==> config.mk <==
export PLATFORM = sky130hd
export DESIGN_NAME = router_sync_ctrl
export DESIGN_NICKNAME = d
export VERILOG_FILES = /design/src/rtl/router_sync_ctrl.sv
export SDC_FILE = /design/constraint.sdc
export NUM_CORES = 1
export LEC_CHECK = 0
export CAP_MARGIN = 10
export CORE_UTILIZATION = 46
export CTS_CLUSTER_DIAMETER = 60
export DETAILED_ROUTE_END_ITERATION = 16
export GPL_ROUTABILITY_DRIVEN = 0
export PLACE_DENSITY = 0.8
export REMOVE_ABC_BUFFERS = 1
export SLEW_MARGIN = 15
export SYNTH_ARGS = -nofsm -noshare
export SYNTH_HDL_FRONTEND = slang
export SYNTH_SLANG_ARGS = --single-unit
==> constraint.sdc <==
create_clock -name clock -period 1.5 [get_ports clock]
set_input_delay 0.45 -clock clock [delete_from_list [all_inputs] [get_ports clock]]
set_output_delay 0.45 -clock clock [all_outputs]
set_load 0.01 [all_outputs]
==> src/rtl/router_sync_ctrl.sv <==
// rtl/router_sync_ctrl.sv - router address latch, FIFO write steering, valid-out and stall timers
module router_sync_ctrl #(
  parameter int TIMEOUT = 30,
  parameter int CNT_W   = 5
) (
  input  logic       clock,
  input  logic       reset,
  input  logic       detect_add,
  input  logic [1:0] data_in,
  input  logic       write_enb_cam,
  input  logic       read_enb_0,
  input  logic       read_enb_1,
  input  logic       read_enb_2,
  input  logic       empty_0,
  input  logic       empty_1,
  input  logic       empty_2,
  input  logic       full_0,
  input  logic       full_1,
  input  logic       full_2,
  output logic [2:0] write_enb,
  output logic       ram_full,
  output logic       vld_out_0,
  output logic       vld_out_1,
  output logic       vld_out_2,
  output logic       soft_reset_0,
  output logic       soft_reset_1,
  output logic       soft_reset_2
);

  // Last count value before a timeout fires; the counter wraps to 0 there.
  localparam logic [CNT_W-1:0] CNT_LAST = CNT_W'(TIMEOUT - 1);

  // Address 2'b11 is the "no destination" code: it never writes and never reports full.
  localparam logic [1:0] ADDR_NONE = 2'b11;

  logic [1:0] addr_q;
  logic [2:0] empty_v;
  logic [2:0] full_v;
  logic [2:0] read_v;
  logic [2:0] vld_v;
  logic [2:0] soft_q;

  assign empty_v = {empty_2, empty_1, empty_0};
  assign full_v  = {full_2, full_1, full_0};
  assign read_v  = {read_enb_2, read_enb_1, read_enb_0};

  // A port has data for its reader whenever its FIFO is not empty.
  assign vld_v     = ~empty_v;
  assign vld_out_0 = vld_v[0];
  assign vld_out_1 = vld_v[1];
  assign vld_out_2 = vld_v[2];

  assign soft_reset_0 = soft_q[0];
  assign soft_reset_1 = soft_q[1];
  assign soft_reset_2 = soft_q[2];

  // Capture the header address while the FSM decodes it; held until the next header.
  always_ff @(posedge clock or posedge reset) begin
    if (reset) begin
      addr_q <= ADDR_NONE;
    end else if (detect_add) begin
      addr_q <= data_in;
    end
  end

  // Steer the single FSM write strobe to the addressed FIFO and return that FIFO's full flag.
  always_comb begin
    write_enb = 3'b000;
    ram_full  = 1'b0;
    case (addr_q)
      2'b00: begin
        write_enb = {2'b00, write_enb_cam};
        ram_full  = full_v[0];
      end
      2'b01: begin
        write_enb = {1'b0, write_enb_cam, 1'b0};
        ram_full  = full_v[1];
      end
      2'b10: begin
        write_enb = {write_enb_cam, 2'b00};
        ram_full  = full_v[2];
      end
      default: begin
        write_enb = 3'b000;
        ram_full  = 1'b0;
      end
    endcase
  end

  // One independent stall timer per output port.
  for (genvar p = 0; p < 3; p++) begin : g_stall
    logic [CNT_W-1:0] cnt;
    logic             stalled;

    // Data waiting but the reader did not pop it this cycle.
    assign stalled = vld_v[p] & ~read_v[p];

    // Count stalled cycles; on the TIMEOUT-th one, pulse soft_reset for one cycle and restart.
    always_ff @(posedge clock or posedge reset) begin
      if (reset) begin
        cnt       <= '0;
        soft_q[p] <= 1'b0;
      end else if (stalled && (cnt == CNT_LAST)) begin
        cnt       <= '0;
        soft_q[p] <= 1'b1;
      end else if (stalled) begin
        cnt       <= cnt + 1'b1;
        soft_q[p] <= 1'b0;
      end else begin
        cnt       <= '0;
        soft_q[p] <= 1'b0;
      end
    end
  end

endmodule

## Yosys cells after proc, flatten, opt, wreduce, memory -nomap -nowiden

Index checks and enable logic that the tools add are counted.

| word-level totals | value |
|---|---|
| flip-flop bits (word level) | 20 |
| input port bits | 15 |
| output and inout port bits | 10 |
| word-level logic and storage cells | 37 |

| cells by class | value |
|---|---|
| add/subtract/negate cells | 3 |
| eq/ne operators | 5 |
| muxes and demuxes | 11 |
| bitwise operators | 7 |
| reductions and logical operators | 4 |

Operators by type and width:

| kind | count |
|---|---|
| $mux W5 | 6 |
| $add A5 B1 Y5 const B | 3 |
| $eq A5 B5 Y1 const B | 3 |
| $pmux W3 S3 | 1 |
| $and A1 B1 Y1 | 3 |
| $logic_and A1 B1 Y1 | 3 |
| $mux W1 | 3 |
| $not A1 Y1 | 3 |
| $not A3 Y3 | 1 |
| $pmux W1 S3 | 1 |
| $eq A2 B1 Y1 const B | 1 |
| $eq A2 B2 Y1 const B | 1 |
| $logic_not A2 Y1 | 1 |

## Depth between registers and ports, before layout

Gate-level depths: netlist of run 1.

| logic depth | value |
|---|---|
| word-level depth | 4 |
| depth in mapped cells | 5 |
| mapped depth without buffers | 5 |

## Worst setup path before layout of run 1

OpenSTA, ideal clock, no wires.

| timing path | value |
|---|---|
| path type | register to output |
| start point | reg addr_q[1] |
| end point | out ram_full |
| arrival time | 0.885 ns |
| required time | 1.050 ns |
| setup slack | 0.165 ns |
| stages on the path, launching flop included | 3 |
| buffers on the path | 0 |
| cell sequence | dfstp_2 > mux2i_1 > o21ai_0 |

| between the ends | value |
|---|---|
| cells in the longest elaborated chain, start to end | 2 |
| elaborated cells on any way between the ends | 4 |
| classes of those cells | eq/ne: 2; mux: 1; reduce/logical: 1 |

Ends and longest elaborated chain:

| element | line | RTL |
|---|---|---|
| start, declared | 36 | `logic [1:0] addr_q;` |
| start signal, assigned | 62 | `addr_q <= data_in;` |
| $eq A2 B2 Y1, or another cell as far along | 70 | `case (addr_q)` |
| $pmux W1 S3 (*) | 70 |  |
| end, declared | 21 | `output logic ram_full,` |

Mark *: on every way between the ends. The rest lies on a longest branch, timed or not.

## Worst setup path in the final report of run 1

Same ends and word-level chain as after synthesis.

==> reports/metrics.yaml, run 1 <==
status: "finished, violations left"
violations: "negative setup slack"
cpMaxStageDelayCell: "dfstp_2"
grt_pass1_vias: 614
numClockSinks: 20
holdBufCountCts: 0
min_period_ns: 1.73
finClkSkew_ns: 0.00317
cts.path.max_buffers: 2
clockRootBuffer: "clkbuf_4"
drive_gt1_frac: 0.172
area_growth_syn_to_layout_pct: 34.2
drt.antenna.violating_nets: 0
worstReg2RegEnd: "g_stall[1].cnt[3]$_DFF_PP0_"
crit_required_ns: 1.05
max_freq_ghz: 0.578
layout.nets: 138
arrival_ns: 1.28
routedWlPerCell_microns: 10.6
slowest_delay_ns: 0.59
reg2regPathDepth: 5
hold_path_class: "input port to asynchronous set/reset pin"
drt-initial-drc-count: 1
insertion_delay_ns: 0.30
grt.overflow.total: 0
initial_core_util: 0.503
grt_max_degree: 21
crit_type: "flop to output port"
ir_drop_uv: 776
finalWirelength_microns: 1500
r2r_slack_ns: 0.41
synthTopCellsByArea: "dfrtp_1, ha_1, nor2_1"
rr_startpoint: "g_stall[1].cnt[1]$_DFF_PP0_"
core_sq_um: 1780
grt.total_usage: 0.167
power_density_nw_per_um2: 788
post-route-worst-setup-slack_ns: -0.229
crit_buf_inv: 1
finalCritPeriodShare: 1.15
grt_pass1_wl_microns: 2420
synth_top_area_cell: "dfrtp_1"
n_antenna_cell: 0
antenna_found_initial: 0
synthesis.area_sq_um: 897
numCtsBuffers: 3
tightest_slew_ns: 0.245
die_y_microns: 46.2
row_count: 15
synth_top_area_frac: 0.502
drtPass1Iterations: 2
cts_tree: "done"
final_max_slew_viol_count: 0
yosys_warnings: 0
worstPathCellList: "mux2i_1, o21ai_1, buf_2"
finish.utilization: 0.675
synth_seq_area_share: 0.561
via_count: 688
rsz0062_at_grt: "true"
portBuffers: 24
worstPathMaxFanout: 6
hold_violations: 0
leakage_nw: 0.598
pin_count: 25
clkTransAtPathRegs_ns: 0.10
stdcell_count: 141
post-place-cells: 136
die_x_microns: 46.2
finalSetupTns_ns: -0.663
drc: 0
synth_area_per_cell_sq_um: 10.8
synth-seq-cells: 20
relSlewSlack: 0.837
synthCells: 83
die_area_sq_um: 2130
total_power_uw: 948
synth.distinct_cells: 18
endpoint_kind: "output port"
startpoint_type: "flop"
dpl.hpwl_microns: 1180
setup_viol: 4
fillers: 148
htree_levels: 1
critPathTopFamily: "flip-flops"
max_cap_violations: 0
via_per_inst: 4.88
## final cells by class
type,instances,area [sq um],share of cell area
Multi-Input combinational cell,56,373,0.310
Tap cell,25,31.3,0.0260
Sequential cell,20,503,0.418
Inverter,7,26.3,0.0218
Timing Repair Buffer,29,244,0.203
Clock buffer,4,26.3,0.0218
## synth_stat cells
master,number
dfrtp_1,18
nor2_1,18
inv_1,7
ha_1,6
nand3_1,6
xor2_1,6
nand2_1,3
nand4_1,3
nor3_1,3
xnor2_1,3
dfstp_2,2
mux2_2,2
and3b_1,1
and3b_2,1
mux2i_1,1
nand3b_1,1
nor3b_1,1
o21ai_0,1
## report_power, final
| part | internal (mW) | switching, mW | total (mW) |
|---|---|---|---|
| sequential | 0.556 | 0.0152 | 0.571 |
| clock | 0.104 | 0.152 | 0.255 |
| combinational | 0.0708 | 0.0509 | 0.122 |
## cell usage in the layout (no fill, tap or decap)
master	synthesis	layout
nor2_1	18	18
and3b_2	1	1
dfstp_2	2	2
nand3b_1	1	1
clkbuf_4	0	3
nor3_1	3	3
nand2_1	3	3
nand3_1	6	6
mux2_2	2	2
buf_6	0	1
o21ai_1	0	1
dlygate4sd2_1	0	8
dfrtp_1	18	18
nand4_1	3	3
nor3b_2	0	1
buf_2	0	5
mux2i_1	1	1
clkbuf_1	0	1
xnor2_1	3	3
ha_1	6	6
clkdlybuf4s50_1	0	10
and3b_1	1	1
xor2_1	6	6
inv_1	7	7
buf_4	0	5
## routing by layer
| metal | vias to the layer above | part of all wire | GRT usage | routed length (microns) |
|---|---|---|---|---|
| met2 | 19 | 0.51 | 0.296 | 762 |
| li1 | 340 | - | - | - |
| met1 | 326 | 0.41 | 0.171 | 619 |
| met5 | - | 0 | 0 | 0 |
| met4 | 0 | 0.0093 | 0.0529 | 14 |
| met3 | 3 | 0.069 | 0.0824 | 103 |
## through the flow
step | area [sq um] | hold WS (ns) | worst slack, ns
finish | 1200 | 0.454 | -0.229
detailed placement | 1200 | 0.491 | -0.658
CTS | 1200 | 0.456 | -0.262
global placement | 1200 | 0.479 | -0.609
global route | 1200 | 0.500 | -0.308
floorplan | 897 | 0.412 | 0.165
## tightest hold or removal path, stage by stage
cell and delay [ns]:
clkdlybuf4s50_1 0.39, inv_1 0.05, buf_4 0.25
## timing repair
action / 4_1_cts / 5_1_grt
endpoints found under the setup margin: 10 / 4
gates cloned: 0 / 0
buffers inserted: 0 / 1
pin swaps: 0 / 0
gates resized for setup: 35 / 0
## worst max-delay path by stage
stage                               to             startpoint  depth (start not counted)  slack [ns]
after floorplan               ram_full  addr_q[1]$_DFFE_PP1P_                          2        0.16
after global placement    write_enb[0]          write_enb_cam                          3       -0.61
after detailed placement  write_enb[0]          write_enb_cam                          3       -0.66
after CTS                     ram_full  addr_q[1]$_DFFE_PP1P_                          3       -0.26
after global routing          ram_full  addr_q[1]$_DFFE_PP1P_                          3       -0.31
final                         ram_full  addr_q[1]$_DFFE_PP1P_                          3       -0.23
## logic make-up after synthesis
kind of cell             Yosys count  synth area share
XOR/XNOR                           9            0.0879
buffers and inverters              7            0.0293
flip-flops                        20             0.561
adder cells (fa/ha/maj)            6            0.0837
multiplexers                       3            0.0363
AO/OA/AOI/OAI                      1           0.00557
AND/OR/NAND/NOR                   37             0.197
## state kept, by name, summed over array words and instances (netlist names)
register      count
soft_reset_0      1
addr_q            2
soft_reset_1      1
soft_reset_2      1
g_stall.cnt      15
Note: power is estimated with default switching activity, not from simulation.
==> inputs of run 2 (changes only) <==
--- a/config.mk
+++ b/config.mk
@@ -6,11 +6,11 @@
 export NUM_CORES = 1
 export LEC_CHECK = 0
 export CAP_MARGIN = 10
-export CORE_UTILIZATION = 46
+export CORE_UTILIZATION = 49
 export CTS_CLUSTER_DIAMETER = 60
 export DETAILED_ROUTE_END_ITERATION = 16
 export GPL_ROUTABILITY_DRIVEN = 0
-export PLACE_DENSITY = 0.8
+export PLACE_DENSITY = 0.84
 export REMOVE_ABC_BUFFERS = 1
 export SLEW_MARGIN = 15
 export SYNTH_ARGS = -nofsm -noshare
==> constraint.sdc (replaced) <==
create_clock -name clock -period 2.1 [get_ports clock]
set_input_delay 0.63 -clock clock [delete_from_list [all_inputs] [get_ports clock]]
set_output_delay 0.63 -clock clock [all_outputs]
set_load 0.01 [all_outputs]
==> reports/metrics.yaml, run 2 (synthesized netlist as in run 1, its figures left out) <==
status: "finished, final reports clean"
die_area_sq_um: 2010  # -5.8%
relSlewSlack: 0.839  # +0.00206
power_density_nw_per_um2: 588  # -25%
regMostFlops: "g_stall.cnt"
ir_drop_uv: 366  # -53%
clockRootBuffer: "clkbuf_4"
max_cap_violations: 0  # unchanged
htree_levels: 1  # unchanged
finalSetupTns_ns: 0  # +0.663 ns
grt.overflow.total: 0  # unchanged
tightest_slew_ns: 0.242  # -0.00309 ns
finalCritPeriodShare: 0.983
routedWlPerCell_microns: 11.4  # +7.4%
drt.antenna.violating_nets: 0  # unchanged
pin_count: 25  # unchanged
core_sq_um: 1730  # -3.2%
clkTransAtPathRegs_ns: 0.11  # about the same
startpoint_type: "input port"
leakage_nw: 0.581  # -2.9%
die_x_microns: 44.8  # -3.0%
layout.nets: 137  # -0.72%
min_period_ns: 2.06
n_antenna_cell: 0  # unchanged
cts_tree: "done"
die_y_microns: 44.8  # -3.0%
hold_violations: 0  # unchanged
grt_pass1_wl_microns: 2550  # +5.2%
arrival_ns: 1.43  # +0.15 ns
fin_hold_ws_ns: 0.500  # +0.0462 ns
slowest_delay_ns: 0.49  # -0.10 ns
area_growth_syn_to_layout_pct: 35.6
cts.path.max_buffers: 2  # unchanged
insertion_delay_ns: 0.30  # about the same
drc: 0  # unchanged
final_cell_mix: "nor2_1, dfrtp_1, clkdlybuf4s50_1"
cpMaxStageDelayCell: "clkdlybuf4s50_1"
endpoint_kind: "output port"
grt_pass1_vias: 655  # +6.7%
holdBufCountCts: 0  # unchanged
top_regs: "g_stall.cnt: 15 flops, addr_q: 2 flops"
max_freq_ghz: 0.484
fillers: 130  # -12%
fin_area_sq_um: 1220  # +1.0%
antenna_found_initial: 0  # unchanged
dpl_cell_area_sq_um: 1200  # unchanged
finClkSkew_ns: 0.00270  # -0.000467 ns
worstPathMaxFanout: 3  # -3
setup_viol: 0  # -4
worstPathCellList: "clkdlybuf4s50_1, nor3b_2, buf_2"
numClockSinks: 20  # unchanged
grt_max_degree: 21  # unchanged
via_count: 679  # -1.3%
hold_path_class: "flop to flop"
crit_buf_inv: 2  # +1
portBuffers: 24  # unchanged
drive_gt1_frac: 0.157  # -0.0159
initial_core_util: 0.520  # +0.0164
grt.total_usage: 0.180  # +0.0125
final_max_slew_viol_count: 0  # unchanged
drtPass1Iterations: 4  # +2
crit_type: "input port to output port"
numCtsBuffers: 3  # unchanged
finalWirelength_microns: 1600  # +6.7%
critPathTopFamily: "buffers and inverters"
drt-initial-drc-count: 10  # +9
crit_required_ns: 1.47  # +0.42 ns
row_count: 15  # unchanged
largest_reg_flops: 15  # unchanged
via_per_inst: 4.85  # -0.60%
dpl.hpwl_microns: 1150  # -2.2%
-- run 2: per-stage QoR --
stage	cells	setup WS, ns	power [mW]	utilization
global placement	136	-0.366	0.506	0.694
global route	140	-0.0136	0.753	0.704
detailed placement	136	-0.395	0.509	0.694
floorplan	83	0.517	0.449	-
finish	140	0.0351	0.716	0.704
CTS	140	0.0285	0.723	0.701
-- run 2: what timing repair did --
action                     in CTS  in global routing
pin swaps                       0                  0
setup endpoints to repair       7                  2
setup buffers                   0                  0
resized for setup              19                  2
-- run 2: metal layers --
| layer | vias to the layer above | track usage | wire, microns |
|---|---|---|---|
| met2 | 22 | 0.303 | 821 |
| met4 | 0 | 0.127 | 31 |
| met1 | 317 | 0.210 | 678 |
| li1 | 337 | - | - |
| met5 | - | 0 | 0 |
| met3 | 3 | 0.0280 | 68 |
-- run 2: worst paths after layout --
check	cells past startpoint	slack, ns	startpoint	end
worst min-delay path	1	0.50	g_stall[1].cnt[0]$_DFF_PP0_	g_stall[1].cnt[0]$_DFF_PP0_
worst max register to register	4	0.98	g_stall[2].cnt[0]$_DFF_PP0_	g_stall[2].cnt[3]$_DFF_PP0_
max in group asynchronous	3	1.20	reset	addr_q[1]$_DFFE_PP1P_
worst min register to register	1	0.50	g_stall[1].cnt[0]$_DFF_PP0_	g_stall[1].cnt[0]$_DFF_PP0_
worst max-delay path	3	0.04	write_enb_cam	write_enb[0]
min in group asynchronous	3	0.64	reset	g_stall[1].cnt[3]$_DFF_PP0_
-- run 2: power by group --
part,internal [mW],switching (mW),leakage [nW]
logic,0.0502,0.0353,0.290
clock network,0.106,0.115,0.0210
registers,0.397,0.0120,0.269
-- run 2: layout make-up --
cell class / count / area [sq um] / share of cell area
multi-input cells: 56 / 373 / 0.307
repair buffers: 28 / 246 / 0.203
inverters: 7 / 26.3 / 0.0216
clock buffers: 4 / 36.3 / 0.0298
well taps: 25 / 31.3 / 0.0257
flip-flops and latches: 20 / 503 / 0.414
==> inputs of run 3 (changes only) <==
--- a/config.mk
+++ b/config.mk
@@ -7,7 +7,6 @@
 export LEC_CHECK = 0
 export CAP_MARGIN = 10
 export CORE_UTILIZATION = 49
-export CTS_CLUSTER_DIAMETER = 60
 export DETAILED_ROUTE_END_ITERATION = 16
 export GPL_ROUTABILITY_DRIVEN = 0
 export PLACE_DENSITY = 0.84
==> results of run 3 <==
Same layout as run 2: the final DEF is identical, and so are final timing and power.
